===== src/rtl/arb_pkg.sv =====
// arb_pkg: state encoding and timing defaults shared by the packet arbiter and its tests.
package arb_pkg;
    typedef enum logic [2:0] {
        S_IDLE  = 3'd0,
        S_GRANT = 3'd1,
        S_XFER  = 3'd2,
        S_DRAIN = 3'd3,
        S_GAP   = 3'd4
    } arb_state_t;
    localparam int IFG_DEFAULT       = 12;
    localparam int START_TMO_DEFAULT = 64;
endpackage


===== src/rtl/rr_pick.sv =====
// rr_pick: one-hot picker scanning req upward from base with wrap, or from index 0 in fixed mode.
module rr_pick #(
    parameter int N  = 4,
    parameter int IW = $clog2(N)
) (
    input  logic [N-1:0]  req,
    input  logic [IW-1:0] base,
    input  logic          fixed_mode,
    output logic [N-1:0]  grant,
    output logic [IW-1:0] idx
);
    logic [IW-1:0] j;
    logic          found;

    always_comb begin
        grant = '0;
        idx   = '0;
        found = 1'b0;
        j     = '0;
        for (int i = 0; i < N; i++) begin
            j = fixed_mode ? IW'(i) : IW'((int'(base) + i) % N);
            if (!found && req[j]) begin
                found    = 1'b1;
                grant[j] = 1'b1;
                idx      = j;
            end
        end
    end
endmodule


===== src/rtl/nch_pkt_arbiter.sv =====
// nch_pkt_arbiter: grants one of NUM_CH packet buffers at a time and forwards its beats,
// with round-robin/fixed priority, inter-frame gap, length truncation and start timeout.
module nch_pkt_arbiter
    import arb_pkg::*;
#(
    parameter int NUM_CH        = 4,
    parameter int DATA_W        = 8,
    parameter int IFG_CYCLES    = IFG_DEFAULT,
    parameter int MAX_PKT_LEN   = 1518,
    parameter int START_TIMEOUT = START_TMO_DEFAULT
) (
    input  logic                       clk,
    input  logic                       rst,
    input  logic [NUM_CH-1:0]          ch_request,
    input  logic [NUM_CH*DATA_W-1:0]   ch_data,
    input  logic [NUM_CH-1:0]          ch_datavalid,
    output logic [NUM_CH-1:0]          ch_grant,
    input  logic                       prio_mode,
    input  logic                       sender_ready,
    output logic [DATA_W-1:0]          send_data,
    output logic                       send_datav,
    output logic [$clog2(NUM_CH)-1:0]  cur_ch,
    output logic [2:0]                 arb_state,
    output logic                       pkt_trunc,
    output logic                       start_tmo
);
    localparam int IW   = $clog2(NUM_CH);
    localparam int CW   = $clog2(MAX_PKT_LEN + 1);
    localparam int TMAX = START_TIMEOUT > IFG_CYCLES ? START_TIMEOUT : IFG_CYCLES;
    localparam int TW   = $clog2(TMAX + 1);
    localparam logic [CW-1:0] CMAX     = CW'(MAX_PKT_LEN);
    localparam logic [TW-1:0] TMO_LAST = TW'(START_TIMEOUT - 1);
    localparam logic [TW-1:0] GAP_LAST = TW'(IFG_CYCLES - 1);

    arb_state_t        state, state_n;
    logic [NUM_CH-1:0] grant_n, pick_grant;
    logic [IW-1:0]     last, last_n, cur_n, base, pick_idx;
    logic [CW-1:0]     cnt, cnt_n;
    logic [TW-1:0]     tmr, tmr_n;
    logic [DATA_W-1:0] data_n, wdata;
    logic              datav_n, trunc_n, tmo_n, wv;

    assign wv        = ch_datavalid[cur_ch];
    assign wdata     = ch_data[cur_ch*DATA_W +: DATA_W];
    assign base      = (last == IW'(NUM_CH - 1)) ? '0 : last + 1'b1;
    assign arb_state = state;

    rr_pick #(.N(NUM_CH), .IW(IW)) u_pick (
        .req        (ch_request),
        .base       (base),
        .fixed_mode (prio_mode),
        .grant      (pick_grant),
        .idx        (pick_idx)
    );

    always_comb begin
        state_n = state;
        grant_n = ch_grant;
        cur_n   = cur_ch;
        last_n  = last;
        cnt_n   = cnt;
        tmr_n   = tmr;
        data_n  = '0;
        datav_n = 1'b0;
        trunc_n = 1'b0;
        tmo_n   = 1'b0;
        case (state)
            S_IDLE: if (sender_ready && |ch_request) begin
                state_n = S_GRANT;
                grant_n = pick_grant;
                cur_n   = pick_idx;
                last_n  = pick_idx;
                cnt_n   = '0;
                tmr_n   = '0;
            end
            S_GRANT: if (wv) begin
                state_n = S_XFER;
                datav_n = 1'b1;
                data_n  = wdata;
                cnt_n   = CW'(1);
            end else if (tmr == TMO_LAST) begin
                state_n = S_GAP;
                grant_n = '0;
                tmo_n   = 1'b1;
                tmr_n   = '0;
            end else begin
                tmr_n = tmr + 1'b1;
            end
            S_XFER: if (!wv) begin
                state_n = S_GAP;
                grant_n = '0;
                tmr_n   = '0;
            end else if (cnt == CMAX) begin
                // Beat beyond the length limit is dropped; the rest of the packet drains unforwarded.
                state_n = S_DRAIN;
                trunc_n = 1'b1;
            end else begin
                datav_n = 1'b1;
                data_n  = wdata;
                cnt_n   = cnt + 1'b1;
            end
            S_DRAIN: if (!wv) begin
                state_n = S_GAP;
                grant_n = '0;
                tmr_n   = '0;
            end
            S_GAP: if (tmr == GAP_LAST) state_n = S_IDLE;
                   else tmr_n = tmr + 1'b1;
            default: state_n = S_IDLE;
        endcase
    end

    always_ff @(posedge clk) begin
        if (rst) begin
            state      <= S_IDLE;
            ch_grant   <= '0;
            cur_ch     <= '0;
            last       <= IW'(NUM_CH - 1);
            cnt        <= '0;
            tmr        <= '0;
            send_data  <= '0;
            send_datav <= 1'b0;
            pkt_trunc  <= 1'b0;
            start_tmo  <= 1'b0;
        end else begin
            state      <= state_n;
            ch_grant   <= grant_n;
            cur_ch     <= cur_n;
            last       <= last_n;
            cnt        <= cnt_n;
            tmr        <= tmr_n;
            send_data  <= data_n;
            send_datav <= datav_n;
            pkt_trunc  <= trunc_n;
            start_tmo  <= tmo_n;
        end
    end
endmodule


===== config.mk =====
export PLATFORM = sky130hd
export DESIGN_NAME = nch_pkt_arbiter
export DESIGN_NICKNAME = d
export VERILOG_FILES = /design/src/rtl/arb_pkg.sv /design/src/rtl/rr_pick.sv /design/src/rtl/nch_pkt_arbiter.sv
export SDC_FILE = /design/constraint.sdc
export NUM_CORES = 1
export LEC_CHECK = 0
export CORE_UTILIZATION = 45
export DETAILED_ROUTE_END_ITERATION = 8
export DONT_BUFFER_PORTS = 1
export PLACE_DENSITY = 0.69
export SYNTH_ARGS = -nofsm -noshare
export SYNTH_HDL_FRONTEND = slang
export SYNTH_SLANG_ARGS = --single-unit

===== constraint.sdc =====
create_clock -name clk -period 2.8 [get_ports clk]
set_input_delay 0.56 -clock clk [delete_from_list [all_inputs] [get_ports clk]]
set_output_delay 0.56 -clock clk [all_outputs]
set_load 0.03 [all_outputs]

==> qor.csv, run 1 <==
stage;metric;value;unit
synth;library cells used by synthesis;70;
synth;synth warn;0;
timing;final setup fails;0;
placed_design;GPL Wtd Cong;0.986;
clocking;post-cts sizing count;0;
timing;Final min period;2.39;ns
die;Die ar.;0.00613;sq mm
die;core area;0.00554;sq mm
clocking;clk sink count;40;
detailed_routing;total number of vias;2369;
detailed_routing;drt total wl;6150;um
grt;vias in the first global route;2220;
min_path;Hold Path Class;primary input to flop;
clocking;worst skew pair latency;0.29;ns
timing;RSZ-0062 raised after global routing;false;
placed_design;Area after DPL;0.00271;sq mm
timing;worst slew pin tran;0.720;ns
clocking;Clock transition at path regs;0.08;ns
detailed_routing;post-DR vias/cell;6.42;
worst_setup_path;startpoint types;flop;
synth;Top FF cell, synth;dfxtp_1;
timing;part of the cycle the worst path needs;85.2;%
synth;Gate Count Post-Synth;293;
detailed_routing;Post-DRT Antenna Nets;0;
synth;sequential fraction of the synthesis area;30.6;%
clocking;root buf cell;clkbuf_8;
cells_and_area;layout cells sized above 1;12.8;%
die;num ports;64;
die;DIE HEIGHT;78.3;um
grt;antenna violations before repair;0;
cells_and_area;n_diodes;0;
placed_design;post-place setup slack;0.452;ns
job;max-cap check violation count;0;
worst_setup_path;worst-path cell with the longest stage delay;or4b_1;
synth;Synth Register Bits;40;
timing;Final WS setup;0.414;ns
timing;Worst Clk Skew;0.00611;ns
pwr;Power Total;1590;uW
clocking;Max clock buf depth;2;
synth;asr flop ratio synth;0;%
grt;first-pass GRT wire length;10400;um
detailed_routing;DRC;0;
die;std cell rows;27;
cells_and_area;Finished Layout Cells;369;
pwr;PD cells;567;mW/mm^2
status;status;finished, final reports clean;
worst_setup_path;Worst EP arrival;2.57;ns
synth;Mapped Avg Cell Area;8.93;sq um
die;Initial Util;47.2;%
synth;Post-Syn Area;0.00262;sq mm
timing;Final Slew Violations;0;
clocking;setup bufs post-CTS;0;
timing;setup TNS;0;ns
synth;Net Count, Synth;344;
worst_setup_path;max incr delay on CP;0.54;ns
clocking;H-tree levels;2;
detailed_routing;drt first pass iters;4;
cells_and_area;fillers;539;
pwr;peak supply drop;0.000306;V
clocking;Num CTS Buffers;5;
cells_and_area;Final #Nets;347;
detailed_routing;Routed wire per std cell;16.7;um
cells_and_area;design area;0.00280;sq mm
clocking;Post-CTS Hold Fix Bufs;0;
timing;Final Hold Viols;0;
pwr;leakage;0.00104;uW
worst_setup_path;crit end category;flop;
placed_design;Detailed Place HPWL;4630;um
synth;Post-synth EDFFs;0;
placed_design;PortBufs;0;
worst_setup_path;Max FO, Critical Path;6;
worst_setup_path;worst endpoint required time;2.99;ns
clocking;TritonCTS clock tree;yes;
die;Die W;78.3;um
timing;headroom to the max-slew limit;52.0;%
grt;GR Overflow Total;0;
detailed_routing;initial DRC count;207;
cells_and_area;Area Overhead vs Synth;6.84;%
grt;pin count of the biggest net entering global routing;19;
worst_setup_path;crit-path cells;inv_1, ha_1, or4b_1, o211ai_2, a2111oi_0, buf_4, a221o_1, a22o_1;
grt;GR Util All Layers;21.1;%
worst_setup_path;worst setup path class;flop to flop;
timing;fmax;0.419;GHz
placed_design;placed insts;361;
critical path, delay by kind of cell (launching register included):
family                   cells  cell delay, ns
AO/OA/AOI/OAI                4            0.77
AND/OR/NAND/NOR              1            0.54
flip-flops                   1            0.37
adder cells (fa/ha/maj)      1            0.34
buffers and inverters        2            0.26
cells in the mapped netlist, drive strengths merged (8+ instances only):
| cell type | count | share of area, % |
|---|---|---|
| dfxtp | 40 | 31 |
| nand2 | 23 | 3.3 |
| nand3 | 16 | 3.1 |
| nor2 | 16 | 2.4 |
| a21oi | 13 | 2.5 |
| inv | 12 | 1.7 |
| nor2b | 11 | 2.6 |
| mux4 | 10 | 9.2 |
| or3 | 10 | 2.4 |
| clkbuf | 9 | 1.4 |
| o21ai | 9 | 1.7 |
| buf | 8 | 2.3 |
layer usage:
| metal | up-vias | routed length, um | track usage (%) |
|---|---|---|---|
| li1 | 1154 | - | - |
| met1 | 1098 | 2760 | 27.9 |
| met2 | 107 | 2780 | 33.9 |
| met3 | 10 | 523 | 5.35 |
| met4 | 0 | 90 | 5.74 |
| met5 | - | 0 | 0 |
layout by cell type (no fill, tap or decap), types with 6 or more instances in the layout:
cell     count
nand4_1      7
buf_4       13
ha_1         7
dfxtp_1     40
a21oi_1     13
inv_1       11
or3_1       10
a211o_1      7
nor2_1      15
nand2_1     23
nor2b_1     11
nor3_1       6
nand3_1     16
mux2i_1      7
o21ai_0      9
mux4_2       6
a31oi_1      7
final timing paths:
check / slack (ns) / depth (start not counted) / end / startpoint
worst max-delay path: 0.41 / 8 / ch_grant[2] / last[1]
worst min register to register: 0.48 / 2 / cnt[10] / cnt[10]
worst min-delay path: 0.33 / 1 / cur_ch[1] / rst
worst max register to register: 0.41 / 8 / ch_grant[2] / last[1]
registers in the layout, summed over array words and instances (netlist names):
signal      flops
cnt            11
send_data       8
tmr             7
ch_grant        4
arb_state       3
cur_ch          2
last            2
pkt_trunc       1
send_datav      1
start_tmo       1
through the flow:
step                      hold WS (ns)  util, %
final                            0.326     50.5
after global routing             0.311     50.5
after CTS                        0.318     50.5
after detailed placement         0.471     48.9
after global placement           0.465     48.9
after floorplan                  0.440        -
where the power goes:
group	internal, uW	total, uW	leakage (uW)	switching [uW]
Combinational	221	521	0.000669	300
Sequential	609	687	0.000325	78.0
Clock	174	378	0.0000479	204
Total	1000	1590	0.00104	582
cells by family after synthesis:
| logic type | share of synthesized area, % |
|---|---|
| AOI/OAI and AO/OA | 21.6 |
| xor gates and xnor gates | 0.335 |
| adders and majority gates | 3.35 |
| buffers and inverters | 5.40 |
| DFF | 30.6 |
| muxes | 12.3 |
| and+or+nand+nor | 26.5 |
layout make-up:
class                           count  area, sq um  area share (%)
Multi-Input combinational cell    224         1680            59.9
Clock inverter                      3         18.8           0.671
Sequential cell                    40          801            28.6
Clock buffer                        5         68.8            2.46
Tap cell                           72         90.1            3.22
Timing Repair Buffer               13         97.6            3.49
Inverter                           12         45.0            1.61
No activity file was read; power rests on OpenSTA's default activity.
==> run 2, diff against run 1 <==
--- a/config.mk
+++ b/config.mk
@@ -12,3 +12,4 @@
 export SYNTH_ARGS = -nofsm -noshare
 export SYNTH_HDL_FRONTEND = slang
+export SYNTH_HIERARCHICAL = 1
 export SYNTH_SLANG_ARGS = --single-unit
==> constraint.sdc (replaced) <==
create_clock -name clk -period 2.8 [get_ports clk]
set_input_delay 0.56 -clock clk [delete_from_list [all_inputs] [get_ports clk]]
set_output_delay 0.56 -clock clk [all_outputs]
set_load 0.1 [all_outputs]
==> qor.csv, run 2 <==
stage;metric;value;unit;change
status;status;finished, final reports clean;;unchanged
synth;Post-synth EDFFs;0;;unchanged
worst_setup_path;Worst EP arrival;2.58;ns;was 2.57 ns
job;max-cap check violation count;0;;unchanged
clocking;H-tree levels;2;;unchanged
cells_and_area;Reg with most FFs;cnt;;unchanged
synth;asr flop ratio synth;0;%;unchanged
synth;Net Count, Synth;338;;was 344
pwr;peak supply drop;0.000229;V;was 0.000306 V
timing;Worst Clk Skew;0.00681;ns;was 0.00611 ns
clocking;Post-CTS Hold Fix Bufs;0;;unchanged
die;core area;0.00524;sq mm;was 0.00554 sq mm
worst_setup_path;worst setup path class;flop to flop;;unchanged
detailed_routing;drt first pass iters;4;;unchanged
timing;headroom to the max-slew limit;34.3;%;was 52.0%
detailed_routing;Routed wire per std cell;16.2;um;was 16.7 um
cells_and_area;Final #Nets;335;;was 347
grt;antenna violations before repair;0;;unchanged
grt;GR Overflow Total;0;;unchanged
clocking;worst skew pair latency;0.31;ns;was 0.29 ns
cells_and_area;leading cell types in the layout, fill and taps excluded;39 x dfxtp_1, 28 x nand2_1, 27 x nor2_1;;was 40 x dfxtp_1, 23 x nand2_1, 16 x nand3_1
pwr;Sw Pwr;568;uW;was 582 uW
grt;GR Util All Layers;20.8;%;was 21.1%
die;std cell rows;26;;was 27
synth;sequential fraction of the synthesis area;31.9;%;was 30.6%
synth;Gate Count Post-Synth;290;;was 293
synth;share of the synthesized area in the top cell type;31.9;%;was 30.6%
cells_and_area;commonest non-fill, non-tap cell in the layout;dfxtp_1;;unchanged
synth;most numerous cell in the Yosys netlist;dfxtp_1;;unchanged
pwr;PD cells;595;mW/mm^2;was 567 mW/mm^2
synth;leading cell types by count after synthesis;40 x dfxtp_1, 28 x nand2_1, 27 x nor2_1;;was 40 x dfxtp_1, 23 x nand2_1, 16 x nand3_1
clocking;root buf cell;clkbuf_8;;unchanged
timing;RSZ-0062 raised after global routing;false;;unchanged
clocking;Clock transition at path regs;0.09;ns;was 0.08 ns
timing;worst slew pin tran;0.984;ns;was 0.720 ns
worst_setup_path;Max FO, Critical Path;12;;was 6
synth;library cells used by synthesis;65;;was 70
grt;first-pass GRT wire length;10100;um;was 10,400 um
detailed_routing;met3 routed WL;311;um;was 523 um
cells_and_area;n_diodes;0;;unchanged
synth;synth top area cells;dfxtp_1 32%, mux4_2 6.3%, nand2_1 4.2%;;was dfxtp_1 31%, mux4_2 5.2%, mux4_1 4.0%
detailed_routing;total number of vias;2220;;was 2,369
placed_design;PortBufs;0;;unchanged
detailed_routing;initial DRC count;75;;was 207
placed_design;Detailed Place HPWL;4170;um;was 4630 um
clocking;TritonCTS clock tree;yes;;unchanged
grt;pin count of the biggest net entering global routing;20;;was 19
detailed_routing;Post-DRT Antenna Nets;0;;unchanged
timing;part of the cycle the worst path needs;84.9;%;was 85.2%
worst_setup_path;worst endpoint required time;3.00;ns;was 2.99 ns
synth;Synth Register Bits;40;;unchanged
pwr;Logic pwr share;25.0;%;was 32.9%
worst_setup_path;startpoint types;flop;;unchanged
pwr;leakage;0.000938;uW;was 0.00104 uW
cells_and_area;layout cells sized above 1;11.1;%;was 12.8%
timing;Final min period;2.38;ns;was 2.39 ns
die;Initial Util;47.9;%;was 47.2%
die;num ports;64;;unchanged
cells_and_area;fillers;500;;was 539
cells_and_area;Layout Utilization;51.0;%;was 50.5%
detailed_routing;Metal-1 WL;2640;um;was 2760 um
timing;final setup fails;0;;unchanged
detailed_routing;drt total wl;5790;um;was 6150 um
timing;Final Slew Violations;0;;unchanged
clocking;Max clock buf depth;2;;unchanged
timing;setup TNS;0;ns;unchanged
pwr;Internal;1020;uW;was 1000 uW
cells_and_area;Largest register FFs;11;;unchanged
detailed_routing;met2 routed wirelength;2750;um;was 2780 um
clocking;clk sink count;40;;unchanged
timing;fmax;0.421;GHz;was 0.419 GHz
cells_and_area;biggest regs;cnt (11), send_data (8), tmr (7);;unchanged
pwr;clock network power share;31.1;%;was 23.8%
synth;Mapped Avg Cell Area;8.66;sq um;was 8.93 sq um
detailed_routing;post-DR vias/cell;6.20;;was 6.42
clocking;setup bufs post-CTS;0;;unchanged
die;DIE HEIGHT;76.7;um;was 78.3 um
synth;Synth area leader;dfxtp_1;;unchanged
placed_design;GPL Wtd Cong;0.821;;was 0.986
min_path;Hold Path Class;primary input to flop;;unchanged
die;Die W;76.7;um;was 78.3 um
synth;Post-Syn Area;0.00251;sq mm;was 0.00262 sq mm
synth;synth warn;6;;was 0
worst_setup_path;crit end category;flop;;unchanged
clocking;Num CTS Buffers;5;;unchanged
pwr;switching share of power;35.7;%;was 36.7%
cells_and_area;Area Overhead vs Synth;6.38;%;was 6.84%
timing;Final Hold Viols;0;;unchanged
clocking;post-cts sizing count;0;;unchanged
detailed_routing;uppermost layer routed;met4;;unchanged
grt;vias in the first global route;2138;;was 2,220
synth;Top FF cell, synth;dfxtp_1;;unchanged
detailed_routing;DRC;0;;unchanged
pwr;sequential power share;43.9;%;was 43.3%
die;Die ar.;0.00588;sq mm;was 0.00613 sq mm
## run 2: cell types whose count changed in the layout (fill, tap and decap cells not counted), sizes merged, moves of 5 or more
| cell | previous run | this run |
|---|---|---|
| inv | 12 | 7 |
| nand2 | 23 | 28 |
| buf | 13 | 7 |
| o21ai | 9 | 25 |
| nor2 | 16 | 27 |
| a211o | 7 | 0 |
| or3 | 10 | 3 |
## run 2: routing by layer
layer  vias up  track usage (%)
met1      1074             25.5
met2        60             34.9
met3        10             5.95
li1       1076                -
met4         0             6.92
met5         -                0
## run 2: path summary, 6_finish.rpt
kind / from / endpoint / slack (ns) / cells past startpoint
max: last[0] / ch_grant[0] / 0.42 / 7
min: rst / cur_ch[0] / 0.31 / 1
max reg2reg: last[0] / ch_grant[0] / 0.42 / 7
min reg2reg: tmr[1] / tmr[1] / 0.47 / 2
## run 2: power by group through the flow
stage / sequential, uW / clock (uW) / combinational, uW
6_report: 698 / 495 / 398
2_1_floorplan: 743 / 0 / 311
3_5_place_dp: 711 / 0 / 394
4_1_cts: 698 / 510 / 396
3_3_place_gp: 710 / 0 / 388
5_1_grt: 703 / 535 / 438
## run 2: logic make-up after synthesis
logic type / after synthesis / synth area share [%]
AOI/OAI and AO/OA: 78 / 21.9
and+or+nand+nor: 127 / 27.0
xor gates and xnor gates: 4 / 1.40
adders and majority gates: 4 / 1.99
buffers and inverters: 23 / 4.73
DFF: 40 / 31.9
muxes: 14 / 11.1
## run 2: per-stage QoR
stage	instances	hold slack (ns)	cell area, sq um	setup slack [ns]	total power [uW]
after floorplan	290	0.441	2510	0.0361	1050
after global placement	350	0.454	2560	0.472	1100
after detailed placement	350	0.462	2560	0.471	1100
after CTS	358	0.299	2670	0.453	1600
after global routing	358	0.295	2670	0.270	1680
final	358	0.306	2670	0.423	1590
## run 2: final cells by class
| cell class | instances | area [sq um] | area share (%) |
|---|---|---|---|
| well taps | 70 | 87.6 | 3.28 |
| repair buffers | 7 | 52.6 | 1.97 |
| inverters | 6 | 22.5 | 0.843 |
| multi-input cells | 227 | 1590 | 59.6 |
| clock buffers | 5 | 68.8 | 2.58 |
| flip-flops and latches | 40 | 802 | 30.0 |
| clock inverters | 3 | 46.3 | 1.73 |
## run 2: worst max-delay path, cell delays in order, from the launching register on
cell and delay, ns:
dfxtp_1 0.33, ha_1 0.55, nor2b_1 0.34, buf_4 0.20, mux2i_1 0.33, o221ai_1 0.15
and2_1 0.17, a32o_1 0.21
